===== src/rtl/instruction_fetch_if.sv =====
// Fetch-stage bus bundle.
// Groups the hazard/redirect controls, the instruction-memory port and the
// IF/ID register outputs of instruction_fetch.
//   master : environment side (hazard unit, branch/jump logic, instruction memory)
//   slave  : fetch-stage side (instruction_fetch)
interface instruction_fetch_if #(
   parameter int unsigned IM_ADDR_W = 10
);
   logic                 stall;
   logic                 flush;
   logic                 branch_taken;
   logic [31:0]          branch_target;
   logic                 jump;
   logic [31:0]          jump_target;
   logic [IM_ADDR_W-1:0] im_addr;
   logic [31:0]          im_instruction;
   logic [31:0]          pc;
   logic                 if_id_valid;
   logic [31:0]          if_id_instruction;
   logic [31:0]          if_id_pc;
   logic [31:0]          if_id_pc_plus4;
   logic [31:0]          fetch_count;
   logic                 target_misaligned;

   modport master (
      output stall, flush, branch_taken, branch_target, jump, jump_target,
             im_instruction,
      input  im_addr, pc, if_id_valid, if_id_instruction, if_id_pc,
             if_id_pc_plus4, fetch_count, target_misaligned
   );

   modport slave (
      input  stall, flush, branch_taken, branch_target, jump, jump_target,
             im_instruction,
      output im_addr, pc, if_id_valid, if_id_instruction, if_id_pc,
             if_id_pc_plus4, fetch_count, target_misaligned
   );
endinterface


===== src/rtl/instruction_fetch.sv =====
// MIPS-lite instruction fetch stage.
// Holds the PC, addresses the combinational instruction memory and captures
// the returned word into the IF/ID register. Supports sequential advance,
// jump/branch redirect, stall and flush, plus a retired-fetch counter and a
// sticky misaligned-redirect flag.
// Ports:
//   clk  : system clock, rising-edge state updates
//   rst  : asynchronous active-high reset
//   ifb  : instruction_fetch_if.slave
//          in  : stall, flush, branch_taken/branch_target, jump/jump_target,
//                im_instruction
//          out : im_addr, pc, if_id_valid, if_id_instruction, if_id_pc,
//                if_id_pc_plus4, fetch_count, target_misaligned
module instruction_fetch #(
   parameter int unsigned IM_ADDR_W = 10,
   parameter logic [31:0] RESET_PC  = 32'h0000_0000,
   parameter logic [31:0] NOP_WORD  = 32'h0000_0000
) (
   input  logic                  clk,
   input  logic                  rst,
   instruction_fetch_if.slave    ifb
);

   logic [31:0] pc_q,      pc_d;
   logic        valid_q,   valid_d;
   logic [31:0] instr_q,   instr_d;
   logic [31:0] ipc_q,     ipc_d;
   logic [31:0] ipc4_q,    ipc4_d;
   logic [31:0] count_q,   count_d;
   logic        mis_q,     mis_d;

   logic [31:0] pc_plus4;
   logic [31:0] target;

   assign pc_plus4 = pc_q + 32'd4;
   // Jump wins over branch when both are presented.
   assign target   = ifb.jump ? ifb.jump_target : ifb.branch_target;

   always_comb begin
      pc_d    = pc_q;
      valid_d = valid_q;
      instr_d = instr_q;
      ipc_d   = ipc_q;
      ipc4_d  = ipc4_q;
      count_d = count_q;
      mis_d   = mis_q;

      if (ifb.stall) begin
         // Everything holds; redirects and flush are dropped this cycle.
      end else if (ifb.jump || ifb.branch_taken) begin
         pc_d    = {target[31:2], 2'b00};
         valid_d = 1'b0;
         instr_d = NOP_WORD;
         ipc_d   = '0;
         ipc4_d  = '0;
         if (target[1:0] != 2'b00) begin
            mis_d = 1'b1;
         end
      end else if (ifb.flush) begin
         pc_d    = pc_plus4;
         valid_d = 1'b0;
         instr_d = NOP_WORD;
         ipc_d   = '0;
         ipc4_d  = '0;
      end else begin
         pc_d    = pc_plus4;
         valid_d = 1'b1;
         instr_d = ifb.im_instruction;
         ipc_d   = pc_q;
         ipc4_d  = pc_plus4;
         count_d = count_q + 32'd1;
      end
   end

   always_ff @(posedge clk or posedge rst) begin
      if (rst) begin
         pc_q    <= RESET_PC;
         valid_q <= 1'b0;
         instr_q <= NOP_WORD;
         ipc_q   <= '0;
         ipc4_q  <= '0;
         count_q <= '0;
         mis_q   <= 1'b0;
      end else begin
         pc_q    <= pc_d;
         valid_q <= valid_d;
         instr_q <= instr_d;
         ipc_q   <= ipc_d;
         ipc4_q  <= ipc4_d;
         count_q <= count_d;
         mis_q   <= mis_d;
      end
   end

   // Upper PC bits are ignored: the word address wraps modulo memory size.
   assign ifb.im_addr           = pc_q[IM_ADDR_W+1:2];
   assign ifb.pc                = pc_q;
   assign ifb.if_id_valid       = valid_q;
   assign ifb.if_id_instruction = instr_q;
   assign ifb.if_id_pc          = ipc_q;
   assign ifb.if_id_pc_plus4    = ipc4_q;
   assign ifb.fetch_count       = count_q;
   assign ifb.target_misaligned = mis_q;

endmodule


===== src/flat_wrapper.sv =====
// flat-port wrapper written by rule: the top's interface ports become plain ports
module instruction_fetch_flat 
#(
   parameter int unsigned IM_ADDR_W = 10,
   parameter logic [31:0] RESET_PC  = 32'h0000_0000,
   parameter logic [31:0] NOP_WORD  = 32'h0000_0000
)
  (clk, rst, ifb_stall, ifb_flush, ifb_branch_taken, ifb_branch_target, ifb_jump, ifb_jump_target, ifb_im_instruction, ifb_im_addr, ifb_pc, ifb_if_id_valid, ifb_if_id_instruction, ifb_if_id_pc, ifb_if_id_pc_plus4, ifb_fetch_count, ifb_target_misaligned);
  instruction_fetch_if #(.IM_ADDR_W(IM_ADDR_W)) ifb_i ();
  input  logic clk;
  input  logic rst;
  input wire logic [$bits(ifb_i.stall)-1:0] ifb_stall;
  input wire logic [$bits(ifb_i.flush)-1:0] ifb_flush;
  input wire logic [$bits(ifb_i.branch_taken)-1:0] ifb_branch_taken;
  input wire logic [$bits(ifb_i.branch_target)-1:0] ifb_branch_target;
  input wire logic [$bits(ifb_i.jump)-1:0] ifb_jump;
  input wire logic [$bits(ifb_i.jump_target)-1:0] ifb_jump_target;
  input wire logic [$bits(ifb_i.im_instruction)-1:0] ifb_im_instruction;
  output wire logic [$bits(ifb_i.im_addr)-1:0] ifb_im_addr;
  output wire logic [$bits(ifb_i.pc)-1:0] ifb_pc;
  output wire logic [$bits(ifb_i.if_id_valid)-1:0] ifb_if_id_valid;
  output wire logic [$bits(ifb_i.if_id_instruction)-1:0] ifb_if_id_instruction;
  output wire logic [$bits(ifb_i.if_id_pc)-1:0] ifb_if_id_pc;
  output wire logic [$bits(ifb_i.if_id_pc_plus4)-1:0] ifb_if_id_pc_plus4;
  output wire logic [$bits(ifb_i.fetch_count)-1:0] ifb_fetch_count;
  output wire logic [$bits(ifb_i.target_misaligned)-1:0] ifb_target_misaligned;
  assign ifb_i.stall = ifb_stall;
  assign ifb_i.flush = ifb_flush;
  assign ifb_i.branch_taken = ifb_branch_taken;
  assign ifb_i.branch_target = ifb_branch_target;
  assign ifb_i.jump = ifb_jump;
  assign ifb_i.jump_target = ifb_jump_target;
  assign ifb_i.im_instruction = ifb_im_instruction;
  assign ifb_im_addr = ifb_i.im_addr;
  assign ifb_pc = ifb_i.pc;
  assign ifb_if_id_valid = ifb_i.if_id_valid;
  assign ifb_if_id_instruction = ifb_i.if_id_instruction;
  assign ifb_if_id_pc = ifb_i.if_id_pc;
  assign ifb_if_id_pc_plus4 = ifb_i.if_id_pc_plus4;
  assign ifb_fetch_count = ifb_i.fetch_count;
  assign ifb_target_misaligned = ifb_i.target_misaligned;
  instruction_fetch #(.IM_ADDR_W(IM_ADDR_W), .RESET_PC(RESET_PC), .NOP_WORD(NOP_WORD)) u_core (.clk(clk), .rst(rst), .ifb(ifb_i));
endmodule

===== config.mk =====
export PLATFORM = sky130hd
export DESIGN_NAME = instruction_fetch_flat
export DESIGN_NICKNAME = d
export VERILOG_FILES = /design/src/rtl/instruction_fetch_if.sv /design/src/rtl/instruction_fetch.sv /design/src/flat_wrapper.sv
export SDC_FILE = /design/constraint.sdc
export NUM_CORES = 1
export LEC_CHECK = 0
export ABC_AREA = 1
export BUFFER_PORTS_ARGS = -buffer_cell sky130_fd_sc_hd__buf_2
export CORE_MARGIN = 2
export CORE_UTILIZATION = 40
export DETAILED_ROUTE_END_ITERATION = 7
export PLACE_DENSITY = 0.73
export RECOVER_POWER = 50
export SETUP_SLACK_MARGIN = 0.15
export SLEW_MARGIN = 20
export SYNTH_ARGS = -nofsm -noshare
export SYNTH_HDL_FRONTEND = slang
export SYNTH_SLANG_ARGS = --single-unit

===== constraint.sdc =====
create_clock -name clk -period 4.6 [get_ports clk]
set_input_delay 0.69 -clock clk [delete_from_list [all_inputs] [get_ports clk]]
set_output_delay 0.69 -clock clk [all_outputs]
set_load 0.02 [all_outputs]

==> qor.yml <==
setup_path:
  cpPeakStageDelay_ns: 1.39
  end_kind: "flip-flop"
  crit_top_cell: "nand2_1"
  critPathKind: "in2reg"
  crit_cells: 10
  r2r_cells: 7
  arrival_ns: 3.90
  path_max_fanout: 43
  crit_required_ns: 4.92
  path_cells: "clkbuf_1, nor2_4, nand2_4, inv_2, nand2_1, inv_1, nand2_1, nor2_1, nand2_1, nand2_1"
  start_kind: "input pin"
  critPathSlowestCell: "clkbuf_1"
  path_delay_family: "buffers and inverters"
  path_buf_inv: 3
synth:
  synth_xor_area_frac: 0.0353
  synth_simple_gate_area_share: 0.238
  yosysUniqueCellTypes: 37
  yosys_warnings: 0
  synth_seq_area_share: 0.510
  syn_avg_cell_area_um2: 8.52
  synth_area_um2: 7700
  synth-seq-cells: 157
  synth_compound_area_frac: 0.142
  synth_fa_ha_area_frac: 0.00325
  synthMuxAreaShare: 0
  synth_top_family_by_area: "simple AND/OR/NAND/NOR gates"
  synthCells: 903
finish:
  area_delta_synth_final_pct: 24.9
  drive_above_1_share: 0.214
  postLayoutCellArea_um2: 9610
  finalNonFillerCells: 1398
  mostFrequentLayoutCells: "251 x nand2_1, 186 x buf_2, 157 x dfrtp_1"
  fin_nets: 1254
  layout_commonest_cell: "nand2_1"
power:
  clockPowerShare: 0.392
  swShare: 0.321
  power.switching_w: 0.00114
  peakVddDrop_uv: 241
  p_seq_frac: 0.444
  powerDensity_nw_per_um2: 371
  intPower_w: 0.00242
  p_leak_nw: 4.83
  comb_power_share: 0.164
timing:
  setup_viol: 0
  fin_worst_skew_ns: 0.00903
  min_period_ns: 3.58
  tightestPinTransition_ns: 1.99
  tns_ns: 0
  rsz0062_at_grt: "false"
  slew_violations: 109
  slew_headroom: -0.328
  fin_crit_sh: 0.779
  hold_violations: 0
  max_freq_ghz: 0.279
cts:
  clkTransAtPathRegs_ns: 0.07
  numCtsBuffers: 17
  cts_setup_buffers: 0
  cts_max_path_buffers: 2
  ctsResizeCount: 0
  hold_buffers: 0
  cts_tree: "done"
  clock-sinks: 157
  clock_latency_ns: 0.43
  htree_levels: 4
  cts_root_buf: "clkbuf_16"
route:
  drt_iter0_markers: 571
  drt.antenna.violating_nets: 0
  wire_per_inst_um: 17.1
  drc: 0
  vias: 7233
  viasPerCell: 5.17
  postRouteWirelength_um: 23900
  firstDrtPassIters: 5
die:
  die_area_um2: 20400
  num_rows: 50
  coreArea_um2: 18800
  io_pins: 274
  die_h_um: 143
  start_util: 0.410
  die_w_um: 143
run:
  drv_cap: 3
placement:
  port_buffers: 271
  postPlaceCellArea_um2: 9170
  place_inst: 1365
  gp_congestion: 0.933
  dp_hpwl_um: 17400
run_status:
  violations: "capacitance limit, slew limit"
  status: "finished, violations left"
global_routing:
  first_global_vias: 6738
  grt_pass1_wl_um: 36800
  track_usage: 0.233
  grt_overflow: 0
  grt_max_degree: 79
  antenna_found_initial: 1
min_path:
  min_path_type: "in2async"
per-layer routing:
metal  vias to the layer above  GRT usage  share of wire
met2                       316      0.358           0.46
met3                        21     0.0557          0.081
met5                         -          0              0
met4                         0     0.0693          0.017
met1                      3443      0.327           0.45
li1                       3453          -              -
area by class of cell:
class / count / area [um^2]
Fill cell: 1850 / 9150
Sequential cell: 157 / 3930
Multi-Input combinational cell: 622 / 3230
Timing Repair Buffer: 279 / 1310
Clock buffer: 19 / 443
Tap cell: 234 / 293
Inverter: 73 / 275
Clock inverter: 13 / 130
Antenna cell: 1 / 2.50
logic make-up (layout without fill, tap and decap cells):
family	after synthesis	count (layout)
and+or+nand+nor	427	427
AOI/OAI and AO/OA	160	160
DFF	157	157
buffers and inverters	125	384
xor gates and xnor gates	31	31
adders and majority gates	2	2
other	1	3
metrics by stage:
stage / total power, W / hold slack [ns] / utilization / setup slack (ns)
CTS: 0.00360 / 0.289 / 0.519 / 1.62
global route: 0.00372 / 0.430 / 0.512 / 0.686
global placement: 0.00219 / 0.456 / 0.488 / 1.23
finish: 0.00357 / 0.378 / 0.512 / 1.02
floorplan: 0.00196 / 0.589 / - / 1.92
detailed placement: 0.00220 / 0.459 / 0.489 / 1.15
synthesized netlist by cell type (all sizes together):
cell / n / area, um^2
a32oi: 1 / 8.76
a32o: 6 / 60.1
nand3: 41 / 210
o211ai: 1 / 7.51
nor2: 104 / 478
clkbuf: 20 / 75.1
a21oi: 31 / 155
dfrtp: 157 / 3930
a22oi: 7 / 52.6
xnor2: 9 / 78.8
a22o: 39 / 342
inv: 73 / 274
nor3: 19 / 106
o21bai: 1 / 7.51
o311ai: 1 / 8.76
a221oi: 21 / 184
xor2: 22 / 193
o21ai: 46 / 230
and2: 1 / 6.26
conb: 1 / 3.75
nand3b: 3 / 22.5
nand2: 258 / 1000
buf: 32 / 193
a31oi: 5 / 31.3
ha: 2 / 25.0
nand4: 1 / 6.26
o22a: 1 / 8.76
power groups by stage:
stage | combinational, W | sequential [W] | clock [W]
floorplan | 0.000278 | 0.00168 | 0
finish | 0.000584 | 0.00158 | 0.00140
global route | 0.000641 | 0.00160 | 0.00148
CTS | 0.000599 | 0.00158 | 0.00142
global placement | 0.000586 | 0.00160 | 0
detailed placement | 0.000598 | 0.00160 | 0
final timing paths:
check,endpoint,slack [ns],from
setup / recovery,u_core.ifb.fetch_count[30],1.02,ifb_stall
hold / removal,u_core.ifb.if_id_instruction[10],0.38,rst
setup reg to reg,u_core.ifb.if_id_pc_plus4[20],2.69,u_core.ifb.pc[2]
hold reg to reg,u_core.ifb.target_misaligned,0.48,u_core.ifb.target_misaligned
max in group asynchronous,u_core.ifb.if_id_pc[5],1.70,rst
min in group clk,u_core.ifb.if_id_instruction[10],0.47,ifb_im_instruction[10]
flip-flops by register name, indices dropped and copies added (netlist names):
name and flops:
u_core.ifb.if_id_pc_plus4 31, u_core.ifb.pc 30, u_core.ifb.fetch_count 32, u_core.ifb.target_misaligned 1, u_core.ifb.if_id_pc 30, u_core.ifb.if_id_instruction 32
u_core.ifb.if_id_valid 1
No activity file was read; power rests on OpenSTA's default activity.
